[src/rtl/frame_deserializer.sv]
// -----------------------------------------------------------------------------
// frame_deserializer
//
// Receives the byte stream produced by the upstream byte serializer. A frame is
// HEADER, NUM_CHANNELS data bytes and then FOOTER. Idle bytes may appear
// between frames.
//
// The block locks onto HEADER and emits each data byte together with its
// channel index. A complete frame reaches the parallel bus only after its
// footer byte has been checked. When the footer byte is wrong, the block
// raises a framing error and resynchronises.
//
// Ports
//   clk          system clock, rising edge
//   rst          asynchronous active-low reset (0 = reset)
//   din          byte stream input, one byte sampled per cycle
//   ch_data      most recently accepted data byte
//   ch_idx       channel index of ch_data
//   ch_valid     one-cycle pulse when ch_data/ch_idx are new
//   frame_data   last good frame, channel k at bits [8k+7:8k]
//   frame_valid  one-cycle pulse when frame_data has just been updated
//   frame_err    one-cycle pulse when the footer slot did not hold FOOTER
//   frame_cnt    good-frame count, wraps at 16 bits
//   err_cnt      framing-error count, saturates at 255
//   locked       high while inside a frame (PAYLOAD or CHECK_FOOTER)
// -----------------------------------------------------------------------------
module frame_deserializer #(
  parameter logic [7:0] HEADER       = 8'hAA,
  parameter logic [7:0] FOOTER       = 8'hFF,
  parameter int         NUM_CHANNELS = 16,
  parameter int         IDX_W        = 4
) (
  input  logic                        clk,
  input  logic                        rst,
  input  logic [7:0]                  din,
  output logic [7:0]                  ch_data,
  output logic [IDX_W-1:0]            ch_idx,
  output logic                        ch_valid,
  output logic [8*NUM_CHANNELS-1:0]   frame_data,
  output logic                        frame_valid,
  output logic                        frame_err,
  output logic [15:0]                 frame_cnt,
  output logic [7:0]                  err_cnt,
  output logic                        locked
);

  typedef enum logic [1:0] {
    HUNT         = 2'd0,
    PAYLOAD      = 2'd1,
    CHECK_FOOTER = 2'd2
  } state_t;

  localparam logic [IDX_W-1:0] LAST_IDX = IDX_W'(NUM_CHANNELS - 1);

  state_t           state_q, state_d;
  logic [IDX_W-1:0] idx_q, idx_d;
  logic [7:0]       stage_p0 [NUM_CHANNELS];
  logic             stage_we;
  logic             footer_good;
  logic             footer_bad;

  // Saturating increment for the error counter.
  function automatic logic [7:0] sat_inc8(input logic [7:0] v);
    sat_inc8 = (v == 8'hFF) ? v : v + 8'd1;
  endfunction

  // Next-state and per-cycle strobes.
  always_comb begin
    state_d     = state_q;
    idx_d       = idx_q;
    stage_we    = 1'b0;
    footer_good = 1'b0;
    footer_bad  = 1'b0;
    case (state_q)
      HUNT: begin
        if (din == HEADER) begin
          state_d = PAYLOAD;
          idx_d   = '0;
        end
      end
      PAYLOAD: begin
        // HEADER and FOOTER values are plain data here. The stream has no escaping.
        stage_we = 1'b1;
        if (idx_q == LAST_IDX) begin
          state_d = CHECK_FOOTER;
          idx_d   = '0;
        end else begin
          idx_d = idx_q + IDX_W'(1);
        end
      end
      CHECK_FOOTER: begin
        idx_d = '0;
        if (din == FOOTER) begin
          footer_good = 1'b1;
          state_d     = HUNT;
        end else begin
          footer_bad = 1'b1;
          // A HEADER in the footer slot starts the next frame at once, so no byte is lost.
          state_d    = (din == HEADER) ? PAYLOAD : HUNT;
        end
      end
      default: state_d = HUNT;
    endcase
  end

  // Stage p0: state, index and staging buffer.
  always_ff @(posedge clk or negedge rst) begin
    if (!rst) begin
      state_q <= HUNT;
      idx_q   <= '0;
      for (int k = 0; k < NUM_CHANNELS; k++) stage_p0[k] <= '0;
    end else begin
      state_q <= state_d;
      idx_q   <= idx_d;
      if (stage_we) stage_p0[idx_q] <= din;
    end
  end

  // Stage p1: registered per-byte and per-frame outputs.
  always_ff @(posedge clk or negedge rst) begin
    if (!rst) begin
      ch_data     <= '0;
      ch_idx      <= '0;
      ch_valid    <= 1'b0;
      frame_data  <= '0;
      frame_valid <= 1'b0;
      frame_err   <= 1'b0;
      frame_cnt   <= '0;
      err_cnt     <= '0;
    end else begin
      ch_valid    <= stage_we;
      frame_valid <= footer_good;
      frame_err   <= footer_bad;
      if (stage_we) begin
        ch_data <= din;
        ch_idx  <= idx_q;
      end
      if (footer_good) begin
        // The last data byte was written one edge earlier, so the whole buffer is complete.
        for (int k = 0; k < NUM_CHANNELS; k++) frame_data[8*k +: 8] <= stage_p0[k];
        frame_cnt <= frame_cnt + 16'd1;
      end
      if (footer_bad) err_cnt <= sat_inc8(err_cnt);
    end
  end

  assign locked = (state_q != HUNT);

endmodule

[config.mk]
export PLATFORM = sky130hd
export DESIGN_NAME = frame_deserializer
export DESIGN_NICKNAME = d
export VERILOG_FILES = /design/src/rtl/frame_deserializer.sv
export SDC_FILE = /design/constraint.sdc
export NUM_CORES = 1
export LEC_CHECK = 0
export BUFFER_PORTS_ARGS = -buffer_cell sky130_fd_sc_hd__buf_2
export CORE_MARGIN = 2
export CORE_UTILIZATION = 50
export CTS_CLUSTER_DIAMETER = 100
export DETAILED_ROUTE_END_ITERATION = 10
export PLACE_DENSITY = 0.74
export SYNTH_ARGS = -nofsm -noshare
export SYNTH_HDL_FRONTEND = slang
export SYNTH_SLANG_ARGS = --single-unit
export TNS_END_PERCENT = 10
[constraint.sdc]
create_clock -name clk -period 1.7 [get_ports clk]
set_clock_uncertainty 0.05 [all_clocks]
set_input_delay 0.17 -clock clk [delete_from_list [all_inputs] [get_ports clk]]
set_output_delay 0.17 -clock clk [all_outputs]
set_load 0.02 [all_outputs]
==> flow_metrics.env, run 1 <==
export IMPL_run_status="finished, final reports clean"
export IMPL_fp_dieArea_mm2=0.0245
export IMPL_synth_top_area_share_pct=64.8
export IMPL_maxClockFrequency_ghz=0.593
export IMPL_fillers=1669
export IMPL_comb_power_share_pct=12.1
export IMPL_commonest_cells_in_the_netlist="301 x sky130_fd_sc_hd__dfrtp_1, 250 x sky130_fd_sc_hd__mux2_2, 43 x sky130_fd_sc_hd__nand2_1, 18 x sky130_fd_sc_hd__buf_2, 13 x sky130_fd_sc_hd__nand3_1"
export IMPL_area_of_the_multi_input_gates_mm2=0.00402
export IMPL_yosys_cell_types_count=40
export IMPL_period_share_pct=99.3
export IMPL_detail_route_iter0_violations=263
export IMPL_vias=6966
export IMPL_die_height_um=156
export IMPL_grt_use_total_pct=21.5
export IMPL_synth_edf_count=0
export IMPL_clkSlewWorstSetupHoldPaths_ps=60
export IMPL_synth_async_sr_flop_share_pct=100
export IMPL_r2r_worst_path_depth=5
export IMPL_avgRoutedWirePerCell_um=19.8
export IMPL_synthCells=756
export IMPL_antenna_violating_nets_post_route=0
export IMPL_synth_net_count=772
export IMPL_finalNetCount=1014
export IMPL_ff_latch_area_mm2=0.00753
export IMPL_postSynthRegisterBits=301
export IMPL_first_global_vias=7117
export IMPL_total_detailed_routing_wirelength_um=25900
export IMPL_leakage_nw=7.67
export IMPL_firstDrtPassIters=4
export IMPL_placement_setup_worst_slack_ps=-85.0
export IMPL_total_congestion_overflow_after_global_routing=0
export IMPL_area_growth_pct=26.7
export IMPL_setup_viol=0
export IMPL_num_rows=55
export IMPL_die_x_um=156
export IMPL_setup_ws_ps=12.7
export IMPL_yosys_cell_count_top_type="sky130_fd_sc_hd__dfrtp_1"
export IMPL_final_max_slew_viol_count=0
export IMPL_route_detailed_vias_per_inst=5.33
export IMPL_synthTopCellsByArea="sky130_fd_sc_hd__dfrtp_1 65%, sky130_fd_sc_hd__mux2_2 24%, sky130_fd_sc_hd__nand2_1 1.4%, sky130_fd_sc_hd__mux2_1 0.87%, sky130_fd_sc_hd__xnor2_1 0.83%"
export IMPL_fraction_of_power_spent_switching_nets_pct=24.4
export IMPL_clock_sinks=301
export IMPL_timing_max_cap_violations=0
export IMPL_hold_end="state_q[0]"
export IMPL_syn_area_per_cell_um2=15.4
export IMPL_cts_tree="done"
export IMPL_min_path_cells=5
export IMPL_portBuffers=177
export IMPL_synthesis_yosys_warnings=0
export IMPL_timing_startpoint_of_the_critical_path="state_q[0]"
export IMPL_timing_worst_setup_path_type="register to output port"
export IMPL_maxSlewHeadroom_pct=72.7
export IMPL_cts_buffers=30
export IMPL_worst_setup_path_start_kind="register"
export IMPL_power_density_mw_per_mm2=1190
export IMPL_critical_path_endpoint_type="output port"
export IMPL_remaining_drc_errors=0
export IMPL_power_frac_clock_pct=39.7
export IMPL_h_tree_depth=1
export IMPL_gpl_final_weighted_congestion=0.740
export IMPL_cp_data_required_time_ps=1480
export IMPL_share_seq_of_total_power_pct=48.3
export IMPL_drive_above_1_share_pct=57.3
export IMPL_initial_antenna_violation_count=1
export IMPL_finalHoldViolCount=0
export IMPL_post_synth_top_area_cell="sky130_fd_sc_hd__dfrtp_1"
export IMPL_initial_core_util_pct=51.1
export IMPL_global_route_wire_length_before_repair_um=40700
export IMPL_critical_path_arrival_ps=1470
export IMPL_fin_crit_ps=1690
export IMPL_ys_flop_type="sky130_fd_sc_hd__dfrtp_1"
export IMPL_worst_r2r_startpoint="idx_q[0]"
export IMPL_power_switching_mw=4.29
export IMPL_cts_root_buffer="sky130_fd_sc_hd__clkbuf_16"
export IMPL_core_area_mm2=0.0227
export IMPL_maximum_number_of_pins_on_one_net_before_global_route_repair=59
export IMPL_worst_hold_launch="din[6]"
export IMPL_vdd_ir_drop_max_v=0.000823
export IMPL_min_path_type="input pin to register"
export IMPL_maximum_number_of_buffers_from_clock_root_to_sink=3
export IMPL_reg2reg_to="stage_p0[25]"
export IMPL_intPower_mw=13.3
export IMPL_tightestPinTransition_ps=406
export IMPL_synth_cell_area_mm2=0.0116
export IMPL_yosysSeqAreaShare_pct=64.8
export IMPL_setup_reg_to_reg_worst_slack_ps=50
export IMPL_worst_skew_pair_latency_ps=540
export IMPL_detailed_place_hpwl_um=17200
export IMPL_rsz0062_at_grt="true"
export IMPL_totalNegativeSetupSlack_ps=0
export IMPL_io_pins=178
export IMPL_critical_path_peak_fanout=4
## worst max path at each step
stage | to | slack (ps) | depth (start not counted)
2_1_floorplan | stage_p0[32] | -50 | 7
3_3_place_gp | stage_p0[38] | -60 | 5
3_5_place_dp | stage_p0[36] | -80 | 5
4_1_cts | stage_p0[126] | -30 | 6
5_1_grt | stage_p0[98] | -40 | 7
6_report | locked | 10 | 3
## area by class of cell
type / count / area share [%]
antenna: 2 / 0.0340
tap: 285 / 2.42
timing repair buffer: 248 / 11.6
clock inverter: 12 / 1.12
inverter: 6 / 0.187
sequential: 301 / 51.2
multi-input combinational: 411 / 27.3
clock buffer: 43 / 6.12
## power groups by stage
stage / Combinational, mW / Clock [mW] / Sequential (mW)
floorplan: 1.20 / 0 / 8.55
global placement: 1.96 / 0 / 8.53
detailed placement: 2.03 / 0 / 8.57
CTS: 2.07 / 7.10 / 8.45
global route: 2.32 / 7.38 / 8.58
finish: 2.12 / 6.97 / 8.48
## per-layer routing
metal  global-route usage [%]  vias up  wire length, µm
li1                         -     3138                -
met2                     34.2      160            12200
met4                     4.50        0              316
met1                     29.9     3643            11600
met3                     5.98       25             1800
met5                        0        -                0
## flip-flops by register name, indices dropped and copies added, names as in the netlist
name / cells
frame_err: 1
idx_q: 4
err_cnt: 8
ch_idx: 4
stage_p0: 128
state_q: 2
ch_data: 8
frame_data: 128
frame_valid: 1
ch_valid: 1
frame_cnt: 16
## layout by cell type, fill, tap and decap left out, types with 3 or more instances in the layout
cell type / Yosys / routed
sky130_fd_sc_hd__buf_4: 7 / 43
sky130_fd_sc_hd__bufinv_16: 0 / 4
sky130_fd_sc_hd__clkbuf_1: 11 / 4
sky130_fd_sc_hd__dlygate4sd3_1: 0 / 4
sky130_fd_sc_hd__mux2_1: 9 / 9
sky130_fd_sc_hd__nor3_1: 5 / 4
sky130_fd_sc_hd__xnor2_1: 11 / 11
sky130_fd_sc_hd__clkbuf_8: 0 / 8
sky130_fd_sc_hd__nor2_4: 2 / 10
sky130_fd_sc_hd__nor2_1: 7 / 6
sky130_fd_sc_hd__inv_1: 5 / 3
sky130_fd_sc_hd__clkbuf_16: 0 / 31
sky130_fd_sc_hd__a21oi_1: 4 / 4
sky130_fd_sc_hd__o21ai_0: 5 / 5
sky130_fd_sc_hd__mux2_2: 250 / 249
sky130_fd_sc_hd__ha_2: 0 / 4
sky130_fd_sc_hd__nand4_1: 8 / 8
sky130_fd_sc_hd__nand2_4: 0 / 3
sky130_fd_sc_hd__buf_12: 0 / 20
sky130_fd_sc_hd__xor2_1: 10 / 10
sky130_fd_sc_hd__nand2_1: 43 / 40
sky130_fd_sc_hd__clkinv_2: 0 / 6
sky130_fd_sc_hd__buf_2: 18 / 175
sky130_fd_sc_hd__buf_6: 1 / 5
sky130_fd_sc_hd__dfrtp_1: 301 / 299
sky130_fd_sc_hd__nand3_1: 13 / 13
## what timing repair did
action,in CTS,in global routing
resized for setup,9,26
setup buffers,1,2
pin swaps,3,3
hold buffers,4,0
endpoints found under the hold margin,303,0
setup endpoints to repair,198,272
## critical path, cell delays in order (launching register included)
cell	delay, ps
sky130_fd_sc_hd__dfrtp_2	440
sky130_fd_sc_hd__buf_6	130
sky130_fd_sc_hd__or2_4	230
sky130_fd_sc_hd__buf_6	130
## metrics by stage
| step | area [µm²] | util [%] | power, mW | hold slack (ps) | std cells |
|---|---|---|---|---|---|
| 6_report | 14700 | 64.8 | 17.6 | 45.5 | 1308 |
| 4_1_cts | 14600 | 64.3 | 17.6 | 1.38 | 1304 |
| 2_1_floorplan | 11700 | - | 9.75 | -176 | 756 |
| 5_1_grt | 14700 | 64.8 | 18.3 | 56.4 | 1306 |
| 3_5_place_dp | 13400 | 59.2 | 10.6 | 60.1 | 1244 |
| 3_3_place_gp | 13400 | 59.2 | 10.5 | 61.4 | 1244 |
## kinds of logic (layout without fill, tap and decap cells)
group | after synthesis | after routing | synth area share, %
AO/OA/AOI/OAI | 13 | 13 | 0.657
other | 0 | 2 | 0
flip-flops | 301 | 301 | 64.8
multiplexers | 260 | 260 | 25.2
AND/OR/NAND/NOR | 111 | 111 | 5.16
buffers and inverters | 44 | 309 | 1.91
adder cells (fa/ha/maj) | 6 | 6 | 0.646
XOR/XNOR | 21 | 21 | 1.58
Note: power is estimated with default switching activity, not from simulation.
==> run 2, diff against run 1 <==
BUFFER_PORTS_ARGS = default   (was -buffer_cell sky130_fd_sc_hd__buf_2)
DONT_BUFFER_PORTS = 1   (was default)
PLACE_DENSITY = 0.68   (was 0.74)
==> run 2 against run 1 <==
The flow now finishes with violations (hold timing, setup timing); clock power is 3.3% lower; die area stayed put; clock-buffer cell count grew 6; fmax down 1.1%; largest cell class unchanged.
==> flow_metrics.env, run 2 (synthesized netlist as in run 1, its figures left out) <==
export IMPL_run_status="finished, violations left"
export IMPL_violations="hold timing, setup timing"
export IMPL_layout_cells_most_common_list="300 x sky130_fd_sc_hd__dfrtp_1, 234 x sky130_fd_sc_hd__mux2_2, 40 x sky130_fd_sc_hd__nand2_1, 38 x sky130_fd_sc_hd__buf_4, 31 x sky130_fd_sc_hd__clkbuf_16"
export IMPL_drive_above_1_share_pct=46.7
export IMPL_io_pins=178
export IMPL_final_max_slew_viol_count=0
export IMPL_global_route_wire_length_before_repair_um=40800
export IMPL_period_share_pct=100
export IMPL_totalNegativeSetupSlack_ps=-9.60
export IMPL_gpl_final_weighted_congestion=0.831
export IMPL_die_x_um=156
export IMPL_power_density_mw_per_mm2=1230
export IMPL_fp_dieArea_mm2=0.0245
export IMPL_post_place_cells=1059
export IMPL_portBuffers=0
export IMPL_core_area_mm2=0.0227
export IMPL_remaining_drc_errors=0
export IMPL_cp_data_required_time_ps=1480
export IMPL_critical_path_arrival_ps=1490
export IMPL_worst_skew_pair_latency_ps=540
export IMPL_h_tree_depth=1
export IMPL_final_cell_count_no_fill=1142
export IMPL_total_congestion_overflow_after_global_routing=0
export IMPL_tightestPinTransition_ps=1080
export IMPL_layout_commonest_cell="sky130_fd_sc_hd__dfrtp_1"
export IMPL_timing_max_cap_violations=0
export IMPL_post_layout_total_power_mw=17.2
export IMPL_initial_core_util_pct=51.1
export IMPL_largest_registers="frame_data (128), stage_p0 (128), frame_cnt (16)"
export IMPL_vias=6448
export IMPL_cts_tree="done"
export IMPL_fillers=1634
export IMPL_rsz0062_at_grt="true"
export IMPL_worst_setup_path_start_kind="register"
export IMPL_fin_crit_ps=1710
export IMPL_placement_setup_worst_slack_ps=-120
export IMPL_critical_path_peak_fanout=4
export IMPL_cts_buffers=30
export IMPL_finalHoldViolCount=301
export IMPL_avgRoutedWirePerCell_um=23.4
export IMPL_grt_use_total_pct=21.8
export IMPL_total_detailed_routing_wirelength_um=26700
export IMPL_clock_sinks=301
export IMPL_detail_route_iter0_violations=288
export IMPL_firstDrtPassIters=4
export IMPL_route_detailed_vias_per_inst=5.65
export IMPL_cts_root_buffer="sky130_fd_sc_hd__clkbuf_16"
export IMPL_critical_path_endpoint_type="output port"
export IMPL_antenna_diode_count=0
export IMPL_first_global_vias=6878
export IMPL_die_height_um=156
export IMPL_leakage_nw=6.82
export IMPL_setup_viol=2
export IMPL_initial_antenna_violation_count=0
export IMPL_area_growth_pct=20.6
export IMPL_maxSlewHeadroom_pct=28.0
export IMPL_clkSlewWorstSetupHoldPaths_ps=60
export IMPL_finalNetCount=851
export IMPL_maximum_number_of_pins_on_one_net_before_global_route_repair=302
export IMPL_finalHoldWorstSlack_ps=-728
export IMPL_num_rows=55
export IMPL_min_path_type="input pin to async pin"
export IMPL_detailed_place_hpwl_um=15900
export IMPL_timing_worst_setup_path_type="register to output port"
export IMPL_vdd_ir_drop_max_v=0.000710
export IMPL_setup_ws_ps=-6.36
export IMPL_maximum_number_of_buffers_from_clock_root_to_sink=3
export IMPL_antenna_violating_nets_post_route=0
export IMPL_holdBufCountCts=27
export IMPL_maxClockFrequency_ghz=0.586
[run 2: changes by cell type in the layout (fill, tap and decap cells not counted), moves of 2 or more]
cell / delta
sky130_fd_sc_hd__buf_12: +2
sky130_fd_sc_hd__buf_2: -175
sky130_fd_sc_hd__buf_4: -5
sky130_fd_sc_hd__bufinv_16: -2
sky130_fd_sc_hd__clkbuf_1: +3
sky130_fd_sc_hd__clkbuf_8: +3
sky130_fd_sc_hd__clkinv_2: -5
sky130_fd_sc_hd__diode_2: -2
sky130_fd_sc_hd__dlygate4sd3_1: +14
sky130_fd_sc_hd__ha_1: +2
sky130_fd_sc_hd__ha_2: -2
sky130_fd_sc_hd__mux2_2: -15
sky130_fd_sc_hd__mux2_4: +15
[run 2: area by class of cell]
cell class / count / area, µm² / area share [%]
Clock inverter: 5 / 80.1 / 0.571
Tap cell: 285 / 357 / 2.54
Sequential cell: 301 / 7530 / 53.8
Multi-Input combinational cell: 411 / 4070 / 29.0
Inverter: 6 / 30.0 / 0.214
Clock buffer: 49 / 953 / 6.80
Timing Repair Buffer: 85 / 988 / 7.05
[run 2: report_power, final]
part | total (mW) | internal [mW] | switching, mW
registers | 8.64 | 7.99 | 0.648
clock network | 6.74 | 4.10 | 2.64
logic | 1.83 | 0.995 | 0.834
total | 17.2 | 13.1 | 4.12
[run 2: metal layers]
layer  vias up  track usage [%]  part of all wire (%)
met2       179             36.3                    49
met5         -                0                     0
met3        44             6.95                   7.4
met4         0             6.25                   2.3
li1       2797                -                     -
met1      3428             27.6                    41
[run 2: timing repair]
item	4_1_cts	5_1_grt
buffers inserted	0	2
hold endpoints to repair	441	301
gates resized for setup	20	30
endpoints found under the setup margin	177	219
pin swaps	2	5
[run 2: worst max-delay path, cell delays in order, from the launching register on]
cell                      delay (ps)
sky130_fd_sc_hd__dfrtp_2         430
sky130_fd_sc_hd__buf_4           150
sky130_fd_sc_hd__or2_4           230
sky130_fd_sc_hd__buf_6           130
[run 2: metrics by stage]
step	util (%)	cell area, µm²	hold slack [ps]
2_1_floorplan	-	11700	-176
5_1_grt	61.7	14000	-746
4_1_cts	61.0	13900	-742
3_5_place_dp	54.5	12400	-167
3_3_place_gp	54.5	12400	-168
6_report	61.7	14000	-728
[run 2: worst paths after layout]
check	from	slack, ps	endpoint	depth (start not counted)
max	state_q[0]	-6	locked	3
min	rst	-730	err_cnt[7]	0
max reg2reg	state_q[0]	0	frame_data[77]	5
min reg2reg	stage_p0[36]	440	stage_p0[36]	1
max in group asynchronous	rst	1600	frame_data[126]	0
min in group clk	din[0]	40	stage_p0[32]	3
